--- src/rtl/div_unit.sv ---
// Iterative 32-bit restoring divider (signed/unsigned) with fixed 33-cycle latency.
// One shift-subtract step per CALC cycle; results are registered on the last step.
module div_unit #(
    parameter int DATA_W = 32
) (
    input  logic              clk,
    input  logic              rst,
    input  logic              start,
    input  logic              sign_en,
    input  logic [DATA_W-1:0] a,
    input  logic [DATA_W-1:0] b,
    input  logic              annul,
    output logic              busy,
    output logic              stall,
    output logic              done,
    output logic [DATA_W-1:0] quotient,
    output logic [DATA_W-1:0] remainder,
    output logic              div_zero
);

    localparam int CNT_W = $clog2(DATA_W);

    typedef enum logic [1:0] {IDLE, CALC, DONE} state_t;

    state_t state_q, state_nx;

    logic [CNT_W-1:0]  cnt_q;
    logic [DATA_W-1:0] dvd_q;
    logic [DATA_W:0]   rem_q;
    logic [DATA_W-1:0] dvs_q;
    logic [DATA_W-1:0] a_raw_q;
    logic              q_neg_q;
    logic              r_neg_q;
    logic              zero_q;

    logic [DATA_W:0]   shifted;
    logic [DATA_W+1:0] diff;
    logic              fits;
    logic [DATA_W:0]   rem_nx;
    logic [DATA_W-1:0] quo_nx;
    logic              last_step;
    logic              accept;
    logic              finish;

    function automatic logic [DATA_W-1:0] abs_val(input logic signed [DATA_W-1:0] v,
                                                 input logic en);
        return (en && v[DATA_W-1]) ? DATA_W'(-v) : DATA_W'(v);
    endfunction

    function automatic logic [DATA_W-1:0] cond_neg(input logic signed [DATA_W-1:0] v,
                                                  input logic neg);
        return neg ? DATA_W'(-v) : DATA_W'(v);
    endfunction

    assign busy      = (state_q == CALC);
    assign done      = (state_q == DONE);
    assign stall     = (start && (state_q == IDLE) && !annul) || (state_q == CALC);
    assign last_step = (cnt_q == CNT_W'(DATA_W - 1));
    assign accept    = (state_q == IDLE) && start && !annul;
    assign finish    = (state_q == CALC) && !annul && last_step;

    // Restoring step: bring in next dividend bit, subtract divisor if it fits
    always_comb begin
        shifted = {rem_q[DATA_W-1:0], dvd_q[DATA_W-1]};
        diff    = {1'b0, shifted} - {2'b00, dvs_q};
        fits    = ~diff[DATA_W+1];
        rem_nx  = fits ? diff[DATA_W:0] : shifted;
        quo_nx  = {dvd_q[DATA_W-2:0], fits};
    end

    always_comb begin
        state_nx = state_q;
        case (state_q)
            IDLE:    if (start && !annul) state_nx = CALC;
            CALC: begin
                if (annul)          state_nx = IDLE;
                else if (last_step) state_nx = DONE;
            end
            DONE:    state_nx = IDLE;
            default: state_nx = IDLE;
        endcase
    end

    always_ff @(posedge clk) begin
        if (rst) state_q <= IDLE;
        else     state_q <= state_nx;
    end

    always_ff @(posedge clk) begin
        if (rst) begin
            cnt_q     <= '0;
            dvd_q     <= '0;
            rem_q     <= '0;
            dvs_q     <= '0;
            a_raw_q   <= '0;
            q_neg_q   <= 1'b0;
            r_neg_q   <= 1'b0;
            zero_q    <= 1'b0;
            quotient  <= '0;
            remainder <= '0;
            div_zero  <= 1'b0;
        end else begin
            if (accept) begin
                cnt_q   <= '0;
                dvd_q   <= abs_val(a, sign_en);
                dvs_q   <= abs_val(b, sign_en);
                rem_q   <= '0;
                a_raw_q <= a;
                q_neg_q <= (a[DATA_W-1] ^ b[DATA_W-1]) & sign_en;
                r_neg_q <= a[DATA_W-1] & sign_en;
                zero_q  <= (b == '0);
            end else if (state_q == CALC) begin
                cnt_q <= cnt_q + 1'b1;
                dvd_q <= quo_nx;
                rem_q <= rem_nx;
            end
            // A zero divisor bypasses the datapath result with fixed values
            if (finish) begin
                quotient  <= zero_q ? '1 : cond_neg(quo_nx, q_neg_q);
                remainder <= zero_q ? a_raw_q : cond_neg(rem_nx[DATA_W-1:0], r_neg_q);
                div_zero  <= zero_q;
            end
        end
    end

endmodule

--- config.mk ---
export PLATFORM = sky130hd
export DESIGN_NAME = div_unit
export DESIGN_NICKNAME = d
export VERILOG_FILES = /design/src/rtl/div_unit.sv
export SDC_FILE = /design/constraint.sdc
export NUM_CORES = 1
export LEC_CHECK = 0
export ABC_CLOCK_PERIOD_IN_PS = 5900
export CORE_MARGIN = 2
export CORE_UTILIZATION = 52
export DETAILED_ROUTE_END_ITERATION = 6
export GPL_TIMING_DRIVEN = 0
export HOLD_SLACK_MARGIN = 0.12
export PLACE_DENSITY_LB_ADDON = 0.3
export SKIP_LAST_GASP = 1
export SLEW_MARGIN = 20
export SYNTH_ARGS = -nofsm -noshare
export SYNTH_HDL_FRONTEND = slang
export SYNTH_SLANG_ARGS = --single-unit
--- constraint.sdc ---
create_clock -name clk -period 5.9 [get_ports clk]
set_clock_uncertainty 0.05 [all_clocks]
set_input_delay 0.885 -clock clk [delete_from_list [all_inputs] [get_ports clk]]
set_output_delay 0.885 -clock clk [all_outputs]
set_load 0.02 [all_outputs]
Yosys cells after proc, flatten, opt, wreduce, memory -nomap -nowiden --
Index checks and enable logic that the tools add are counted.
Cells by class: reductions and logical operators 14, equal/unequal tests 5, multiplexer cells 13, bitwise operators 4, add/subtract/negate cells 6
Operators with widths (count):
- 32-bit two-way mux | 9
- 32-bit negator | 4
- 33-bit by 32-bit subtractor with 34-bit output | 1
- 32-bit zero test | 1
- 1-bit logical AND | 7
- 2-bit two-way mux | 3
- 5-bit by 1-bit adder with 5-bit output (second input constant) | 1
- 5-bit equality test (second input constant) | 1
- 2-bit case mux with 2 select lines | 1
- 3-bit by 2-bit != test with 1-bit output (second input constant) | 1
- 1-bit bitwise AND | 2
- 2-bit by 1-bit equality test with 1-bit output (second input constant) | 1
- 2-bit equality test (second input constant) | 1
- 2-bit zero test | 1
- 2-bit by 1-bit != test with 1-bit output (second input constant) | 1
- 2-bit AND reduction | 1
- 2-bit nonzero test | 1
- 2-bit OR reduction | 1
- 1-bit zero test | 1
- 1-bit logical OR | 1
- 1-bit inverter | 1
- 1-bit bitwise XOR | 1
Storage, ports and cells: logic and storage cells 54, register bits 203, input bits 69

Logic depth before layout (Yosys ltp) --
Gate-level depths: netlist of run 1.
depth after elaboration 5, depth in mapped cells 25, mapped depth without buffers 20

Worst setup path after synthesis of run 1 --
OpenSTA, ideal clock, no wires.
path kind reg2reg, start point reg dvs_q[1], end point reg remainder[24], setup time 0.092 ns, arrival 5.339 ns, period minus slack after synthesis 5.481 ns, cell stages (with the launch flop) 25, setup slack 0.419 ns, path through dfxtp_1 -> inv_1 -> ha_1 -> nor2b_2 -> o2111ai_4 -> a2111oi_4 -> o311ai_2 -> or3_1 -> buf_6 -> nand2_4 -> buf_2 -> buf_2 -> buf_2 -> nand2_1 -> o21ai_0 -> ha_1 -> nand2_1 -> or3_1 -> or4_1 -> a21oi_1 -> a32o_1 -> nand3_2 -> or2_4 -> a311o_1 -> o32ai_1
On the way: cells in the longest elaborated chain, start to end 5
Ends and longest elaborated chain:
- from (decl) | line 30 | logic [DATA_W-1:0] dvs_q;
- from (signal assigned) | line 106 | dvs_q <= abs_val(b, sign_en);
- 33-bit by 32-bit subtractor with 34-bit output * | line 65 | diff = {1'b0, shifted} - {2'b00, dvs_q};
- 32-bit two-way mux * | line 67 | rem_nx = fits ? diff[DATA_W:0] : shifted;
- 32-bit negator | line 52 | return neg ? DATA_W'(-v) : DATA_W'(v);
- 32-bit two-way mux * | line 52
- 32-bit two-way mux * | line 120 | remainder <= zero_q ? a_raw_q : cond_neg(rem_nx[DATA_W-1:0], r_neg_q);
- to (signal assigned) | line 120
- to (decl) | line 17 | output logic [DATA_W-1:0] remainder,
Mark *: on every way between the ends. The rest lies on a longest branch, timed or not. A chain may end at the register's enable or synchronous reset.

Final worst setup path of run 1 --
start point reg dvs_q[1], end point reg remainder[20]
Same word-level chain as after synthesis.

==> metrics.cfg, run 1 <==
[setup_path]
critPathKind=reg -> reg
rr_worst_depth=23
r2r_start=dvs_q[1]
critPathCapture=remainder[20]
startpoint=dvs_q[1]
end_kind=register
rrSetupSlack_ns=0.18
cp_max_fo=19
worst_ep_arrival_time_ns=6.03
r2r_end=remainder[20]
start_kind=register
required_ns=6.21

[synthesis]
async_flop_share_pct=0
ys_seq_elements=203
ys_seq_area_share_pct=31.2
synth_area_sq_um=13000
synth_cell_types=88
synth_flop_cell=dfxtp_1
synthCells=1712
syn-num-nets=1820
yosys_warnings=0
synth_edf_count=0
avgSynthCellArea_sq_um=7.61

[clocking]
h-tree-depth=1
insertion_delay_ns=0.51
cts_tree=built
cts_num_sinks=203
clockBufferDepth=3
holdBufCountCts=0
numCtsBuffers=23
clk_pin_slew_ns=0.06
cts_root_buf=clkbuf_16

[die]
start_util_pct=53.3
ios=137
die-area_sq_um=26400
fp.dieW_um=162
core_sq_um=24500
rows=57
die_h_um=162

[grt]
antenna_found_initial=0
grt_usage_pct=35.8
grt_max_degree=15
grt_overflow_total=0
grt_pass1_wl_mm=73.8
grt_pass1_vias=12991

[routing]
vias=14024
drt_iter0_drc=1642
antenna_left=0
drt-vias-per-instance=6.35
wire_per_inst_um=21.7
wirelength_mm=47.9
drcViolationCount=0
first_pass_iters=5

[finish]
fin_area_sq_um=15600
area_growth_pct=19.6
multi_input_comb_area_sq_um=8310
drive_gt1_share_pct=5.09
final_core_util_pct=63.8
fin_nets=1980
diodes=0
final_cells=2209
seq_area_sq_um=4070
fillCellCount=2199

[placement]
dpl_cell_area_sq_um=14800
gp_congestion=0.966
place_inst=2172
hpwlAfterDp_mm=37.4
port_buffers=135

[sta]
relSlewSlack_pct=36.1
min_period_ns=5.72
holdWs_ns=0.403
max_clock_freq_mhz=175
drv_slew=0
fin_crit_sh_pct=97.0
worst_pin_slew_ns=0.948
tns_ns=0
rsz0062_at_grt=false
setup_viol=0
hold_viol=0

[worst_hold_path]
hp-class=reg -> reg

[power]
p_leak_nw=5.46
vdd_drop_max_mv=0.189
power_density_nw_per_um2=289

[status]
outcome=completed

[job]
cap_violations=0

Yosys cell counts, types with 4 or more instances:
master	n	area share, %
xor2_1	60	4.0
ha_1	38	3.6
o211ai_1	14	0.81
nand2_1	243	7.0
nor4_1	13	0.62
nand3b_1	4	0.23
a211oi_1	82	4.7
o22ai_1	9	0.43
nand2b_1	16	0.77
o21ai_0	69	2.6
nand3_1	29	1.1
buf_2	13	0.50
o31a_1	5	0.34
a21o_1	10	0.58
a311oi_1	45	3.0
a31oi_1	21	1.0
dfxtp_1	203	31
or2_2	6	0.29
o41ai_1	10	0.67
a21oi_1	129	5.0
a41oi_1	6	0.40
nand4_1	16	0.77
and2_1	12	0.58
or4_1	23	1.3
o31ai_1	23	1.3
or3_1	21	1.0
mux2i_1	26	2.0
xnor2_1	65	4.4
o21a_1	9	0.52
buf_1	4	0.12
nor2_1	205	5.9
and3_1	8	0.38
inv_1	56	1.6
nor3_1	32	1.2
nor3b_1	6	0.35
clkbuf_1	100	2.9
power by group:
part           internal [mW]  switching [mW]  total [mW]
Clock                  0.829           0.587        1.42
Combinational          0.560            1.04        1.60
Sequential              1.43          0.0662        1.49
per-layer routing:
metal	GRT usage (%)	part of all wire (%)	vias to the layer above
li1	-	-	6491
met1	50.3	43	6660
met2	57.2	44	754
met3	4.99	9.0	119
met4	11.2	3.7	0
met5	0	0	-
repair_timing:
item                                   4_1_cts  5_1_grt
resized for setup                           13       11
pin swaps                                    2        4
setup buffers                                4        1
endpoints found under the hold margin        0        0
setup endpoints to repair                   16       18
cells by family after synthesis:
logic type	synth area share, %
AO/OA/AOI/OAI	26.4
adder cells (fa/ha/maj)	3.80
multiplexers	2.26
flip-flops	31.2
buffers and inverters	5.31
XOR/XNOR	8.40
AND/OR/NAND/NOR	22.7
stage by stage:
step / worst slack (ns) / power [mW]
after floorplan: 0.419 / 2.56
after global placement: -0.715 / 3.02
after detailed placement: -0.782 / 3.04
after CTS: 0.0283 / 4.46
after global routing: 0.0159 / 4.69
final: 0.180 / 4.51
registers in the layout, summed over array words and instances (netlist names):
name / count
dvd_q: 32
quotient: 32
remainder: 32
state_q: 2
dvs_q: 32
q_neg_q: 1
a_raw_q: 32
r_neg_q: 1
div_zero: 1
cnt_q: 5
rem_q: 32
zero_q: 1
placed cells by master (no fill, tap or decap), types with 21 or more instances in the layout:
cell	instances
clkbuf_16	23
nand2_1	243
nor2_1	205
xor2_1	60
or4_1	23
a211oi_1	82
clkdlybuf4s50_1	135
ha_1	37
nor3_1	32
a311oi_1	45
or3_1	21
a31oi_1	21
dfxtp_1	202
xnor2_1	65
inv_1	56
o31ai_1	23
mux2i_1	26
a21oi_1	128
clkbuf_1	101
o21ai_0	66
nand3_1	29
critical path, cell delays in order (launching register included):
cell and delay [ns]:
dfxtp_2 0.38, inv_1 0.07, ha_1 0.26, nor2b_2 0.20
o2111ai_4 0.18, a2111oi_4 0.56, o311ai_4 0.19, or3_1 0.35
buf_6 0.18, nand2_4 0.09, buf_6 0.17, buf_6 0.23
nand2_1 0.10, o21ai_2 0.12, ha_2 0.24, nand2_1 0.06
or3_1 0.34, or4_1 0.48, a21oi_2 0.18, buf_4 0.14
a32oi_1 0.11, o41a_1 0.46, xor2_1 0.28, a211oi_1 0.13
final cells by class:
cell class                      count  area share [%]
Buffer                            113            3.02
Clock inverter                      8           0.666
Multi-Input combinational cell   1332            53.3
Timing Repair Buffer              141            8.94
Sequential cell                   203            26.1
Tap cell                          324            2.60
Inverter                           58            1.41
Clock buffer                       30            3.99
worst min path at each step:
stage | from | endpoint | slack [ns] | depth (start not counted)
final | a_raw_q[25] | a_raw_q[25] | 0.40 | 2
after global routing | a_raw_q[25] | a_raw_q[25] | 0.42 | 2
after CTS | a_raw_q[25] | a_raw_q[25] | 0.40 | 2
after detailed placement | a_raw_q[1] | a_raw_q[1] | 0.39 | 2
after global placement | a_raw_q[1] | a_raw_q[1] | 0.39 | 2
after floorplan | a_raw_q[31] | a_raw_q[31] | 0.38 | 2
No activity file was read; power rests on OpenSTA's default activity.
==> run 2: changes to the inputs <==
- ABC_AREA: not set -> 1
- CORE_UTILIZATION: 52 -> 53
==> run 2 against run 1 <==
Effect of this change:
- the flow now finishes with violations (DRC)
- fmax rose by 20%
- power rose by 9.0%
- global-route usage increased by 4.2 points
- critical path depth up 5
- final area is 3.5% higher
- clock-buffer cell count grew 1
- worst hold slack lost 0.0038 ns
- clock power is essentially flat
- sequential share of layout area shrank 0.88 points
==> metrics.cfg, run 2 <==
[setup_path]
worst_ep_arrival_time_ns=5.15
cp_max_fo=10
critPathKind=reg -> reg
slowest_stage=nor4_1
required_ns=6.27
max_stage_delay_ns=0.42
end_kind=register
start_kind=register
rr_worst_depth=28

[die]
ios=137
die-area_sq_um=27000
start_util_pct=54.0
fp.dieW_um=164
rows=58
core_sq_um=25300
die_h_um=164

[synthesis]
async_flop_share_pct=0
synth_flop_cell=dfxtp_1
yosys_warnings=0
avgSynthCellArea_sq_um=6.37
synth_edf_count=0
synth_top_cell_by_area=dfxtp_1
ys_seq_area_share_pct=29.8
syn-num-nets=2247
synth_most_common_cell=nand2_1
synthCells=2139
synth_area_leaders=dfxtp_1 30%, nand2_1 13%, inv_1 9.1%
ys_seq_elements=203
synth_area_sq_um=13600
synth_cell_types=62
synth_common_cells=483 x nand2_1, 330 x inv_1, 203 x dfxtp_1
yosysTopAreaCellShare_pct=29.8

[sta]
rsz0062_at_grt=false
max_clock_freq_mhz=209
hold_viol=0
drv_slew=0
holdWs_ns=0.399
setup_viol=0
min_period_ns=4.78
tns_ns=0
relSlewSlack_pct=38.5
fin_crit_sh_pct=81.0
timing.final.ws_setup_ns=1.12
worst_pin_slew_ns=0.919

[routing]
drt_iter0_drc=2126
antenna_left=0
drt-vias-per-instance=5.97
drcViolationCount=5
wire_per_inst_um=20.7
wirelength_mm=54.8
vias=15779
first_pass_iters=7

[finish]
seq_area_sq_um=4060
final_cell_mix=483 x nand2_1, 330 x inv_1, 203 x dfxtp_1, 197 x nor2_1, 140 x nand3_1
final_common_cell=nand2_1
diodes=0
area_growth_pct=18.3
fillCellCount=2443
fin_nets=2407
drive_gt1_share_pct=5.27
multi_input_comb_area_sq_um=7900

[worst_hold_path]
min_path_cells=2
hp-class=reg -> reg

[clocking]
clk_pin_slew_ns=0.07
clockBufferDepth=3
holdBufCountCts=0
cts_num_sinks=203
cts_tree=built
insertion_delay_ns=0.53
cts_resized=0
numCtsBuffers=23
cts_root_buf=clkbuf_16
cts_setup_buffers=0
h-tree-depth=1

[grt]
grt_usage_pct=40.0
antenna_found_initial=1
grt_pass1_vias=14630
grt_max_degree=14
grt_pass1_wl_mm=82.5
grt_overflow_total=0

[status]
outcome=finished, violations left
failed_checks=DRC

[power]
vdd_drop_max_mv=0.225
p_leak_nw=7.35
power_density_nw_per_um2=305

[placement]
pre_cts_slack_ns=1.25
hpwlAfterDp_mm=43.5
port_buffers=135
gp_congestion=1.02

[job]
cap_violations=0

run 2: cell count changes after synthesis, sizes merged, moves of 49 or more:
cell	change
nand3	+113
inv	+279
o21ai	+69
a211oi	-68
nand2	+264
xnor2	-49
run 2: worst paths after layout:
kind | startpoint | to | slack (ns)
worst min-delay path | a_raw_q[3] | a_raw_q[3] | 0.40
worst min register to register | a_raw_q[3] | a_raw_q[3] | 0.40
worst max-delay path | dvs_q[4] | quotient[30] | 1.12
worst max register to register | dvs_q[4] | quotient[30] | 1.12
run 2: logic make-up (layout without fill, tap and decap cells):
family / Yosys count / count (layout) / share of synthesized area, %
fa+ha+maj: 39 / 39 / 3.63
flops: 203 / 203 / 29.8
buf+inv: 432 / 606 / 12.3
xor+xnor: 51 / 51 / 3.28
simple gates: 974 / 974 / 31.3
compound gates: 440 / 440 / 19.7
run 2: power by group:
part | switching, mW | internal [mW] | leakage [nW] | total (mW)
Sequential | 0.0642 | 1.43 | 1.65 | 1.50
Combinational | 1.38 | 0.592 | 5.34 | 1.97
Clock | 0.604 | 0.841 | 0.360 | 1.44
run 2: final cells by class:
type | instances | area share, %
clock inverter | 8 | 0.620
buffer | 91 | 2.45
multi-input combinational | 1504 | 48.9
timing repair buffer | 135 | 8.37
inverter | 341 | 7.93
tap | 330 | 2.56
clock buffer | 31 | 3.94
sequential | 203 | 25.2
run 2: metrics by stage:
stage               util [%]  power, mW  cell area, sq um  std cells
finish                  63.9       4.92             16100       2643
global route            63.9       5.15             16100       2643
CTS                     63.9       4.85             16100       2643
detailed placement      61.0       3.42             15400       2604
global placement        61.0       3.40             15400       2604
floorplan                  -       2.85             13600       2139
run 2: critical path, delay by kind of cell (launching register included):
kind	cells	cell delay (ns)
and+or+nand+nor	17	2.45
AOI/OAI and AO/OA	2	0.37
DFF	1	0.31
buffers and inverters	6	0.72
xor gates and xnor gates	1	0.09
adders and majority gates	2	0.64
run 2: metal layers:
metal	vias up	GRT usage, %	wire, um
li1	7370	-	-
met1	7287	55.6	22900
met2	951	60.7	23200
met3	169	8.36	6450
met4	2	15.6	2210
met5	-	0	12
==> run 3: changes to the inputs <==
- ABC_CLOCK_PERIOD_IN_PS: 5900 -> 4600
- CORE_UTILIZATION: 53 -> 58
- clock period: 5.9 -> 4.6 ns (I/O delays scaled with it)
==> run 3 against run 2 <==
Effect of this change:
- the run now ends clean
- clock-buffer cell count fell by 4
- via count increased by 0.16%
- critical path type unchanged
- final area increased by 0.57%
- combinational power is 28% higher
- sequential power up 28%
- utilization increased by 5.9 points
- critical endpoint is now quotient[28]
- largest power group unchanged
- worst hold slack gained 0.0046 ns
- non-clock buffer count unchanged
- fmax is 8.7% higher
- routed wire length fell by 1.5%
- register-to-register slack worse by 0.92 ns
- clock power increased by 41%
==> metrics.cfg, run 3 (synthesized netlist as in run 2, its figures left out) <==
[power]
p_clk_share_pct=31.4
p_sw_share_pct=40.5
power_switching_mw=2.62
power_density_nw_per_um2=399
p_leak_nw=7.39
combPwrFrac_pct=38.9
vdd_drop_max_mv=0.349
internal_power_mw=3.86
seq_power_share_pct=29.7

[finish]
fin_area_sq_um=16200
final_cells=2632
final_core_util_pct=69.8
seq_area_sq_um=4060
final_common_cell=nand2_1
area_growth_pct=19.0
drive_gt1_share_pct=5.45
fillCellCount=2035
fin_nets=2406
final_cell_mix=483 x nand2_1, 330 x inv_1, 203 x dfxtp_1, 196 x nor2_1, 140 x nand3_1
diodes=0
multi_input_comb_area_sq_um=7910

[setup_path]
start_kind=register
cp_max_fo=10
critPathCapture=quotient[28]
critPathKind=reg -> reg
worst_ep_arrival_time_ns=4.77
required_ns=4.97
startpoint=dvs_q[28]
end_kind=register
rr_worst_depth=24
r2r_end=quotient[28]
rrSetupSlack_ns=0.20
r2r_start=dvs_q[28]

[worst_hold_path]
min_path_cells=2
hp-class=reg -> reg

[sta]
min_period_ns=4.40
drv_slew=0
max_clock_freq_mhz=227
setup_viol=0
hold_viol=0
fin_crit_sh_pct=95.6
holdWs_ns=0.403
relSlewSlack_pct=34.6
worst_pin_slew_ns=0.981
timing.final.ws_setup_ns=0.203

[clocking]
cts_resized=0
cts_setup_buffers=0
cts_root_buf=clkbuf_16
clk_pin_slew_ns=0.06
cts_num_sinks=203
holdBufCountCts=0
numCtsBuffers=22
clockBufferDepth=3
h-tree-depth=1
insertion_delay_ns=0.53
cts_tree=built

[routing]
first_pass_iters=7
antenna_left=0
wirelength_mm=54.0
drcViolationCount=0
drt-vias-per-instance=6.00
vias=15805
drt_iter0_drc=2182
wire_per_inst_um=20.5

[grt]
grt_overflow_total=0
grt_usage_pct=42.9
grt_max_degree=15
antenna_found_initial=0
grt_pass1_wl_mm=81.5
grt_pass1_vias=14814

[die]
rows=56
ios=137
fp.dieW_um=157
die-area_sq_um=24800
core_sq_um=23300
die_h_um=157
start_util_pct=58.6

[status]
outcome=completed

[placement]
hpwlAfterDp_mm=42.4
port_buffers=135
pre_cts_slack_ns=0.126
gp_congestion=1.05
dpl_cell_area_sq_um=15400
place_inst=2593

[job]
cap_violations=0

==> run 3: cell types whose count changed in the layout (fill, tap and decap cells not counted), sizes merged <==
cell and change:
buf -1, clkbuf -3, bufinv +4
==> run 3: worst min path at each step <==
stage               startpoint    endpoint
floorplan           a_raw_q[3]  a_raw_q[3]
global placement    a_raw_q[3]  a_raw_q[3]
detailed placement  a_raw_q[3]  a_raw_q[3]
CTS                 a_raw_q[3]  a_raw_q[3]
global route        a_raw_q[3]  a_raw_q[3]
finish              a_raw_q[3]  a_raw_q[3]
==> run 3: power groups by stage <==
stage | logic, mW | clock network, mW | registers (mW)
floorplan | 1.74 | 0 | 1.92
global placement | 2.38 | 0 | 1.95
detailed placement | 2.41 | 0 | 1.95
CTS | 2.43 | 2.01 | 1.91
global route | 2.77 | 2.08 | 1.92
finish | 2.52 | 2.03 | 1.92
==> run 3: critical path, stage by stage (launching register included) <==
cell	delay, ns
dfxtp_1	0.30
inv_1	0.19
ha_1	0.34
a21oi_1	0.29
nand2_1	0.09
nand2_1	0.07
nand2_2	0.09
nor2_8	0.25
nand2_8	0.10
inv_1	0.08
clkbuf_4	0.27
ha_1	0.22
nand3_1	0.16
nor2_1	0.16
nand3_1	0.12
inv_1	0.09
nand3_1	0.18
nor4_4	0.26
nand3_1	0.17
inv_1	0.11
a31oi_1	0.14
nor2_1	0.24
nor2_1	0.07
o221ai_1	0.17
inv_1	0.05
==> run 3: final cells by class <==
type	instances	share of cell area (%)
buffer	91	2.45
clock buffer	27	3.63
clock inverter	12	1.43
inverter	341	7.89
multi-input combinational	1504	48.8
sequential	203	25.0
tap	319	2.46
timing repair buffer	135	8.33
==> run 3: metal layers <==
| layer | GRT usage, % | share of wire (%) | vias up |
|---|---|---|---|
| li1 | - | - | 7366 |
| met1 | 56.6 | 40 | 7241 |
| met2 | 66.5 | 43 | 1019 |
| met3 | 11.7 | 13 | 179 |
| met4 | 17.2 | 4.4 | 0 |
| met5 | 0 | 0 | - |
==> run 3: per-stage QoR <==
stage | TNS, ns | total power [mW]
global route | -0.0401 | 6.77
finish | 0 | 6.48
floorplan | 0 | 3.66
CTS | 0 | 6.36
global placement | 0 | 4.33
detailed placement | 0 | 4.37
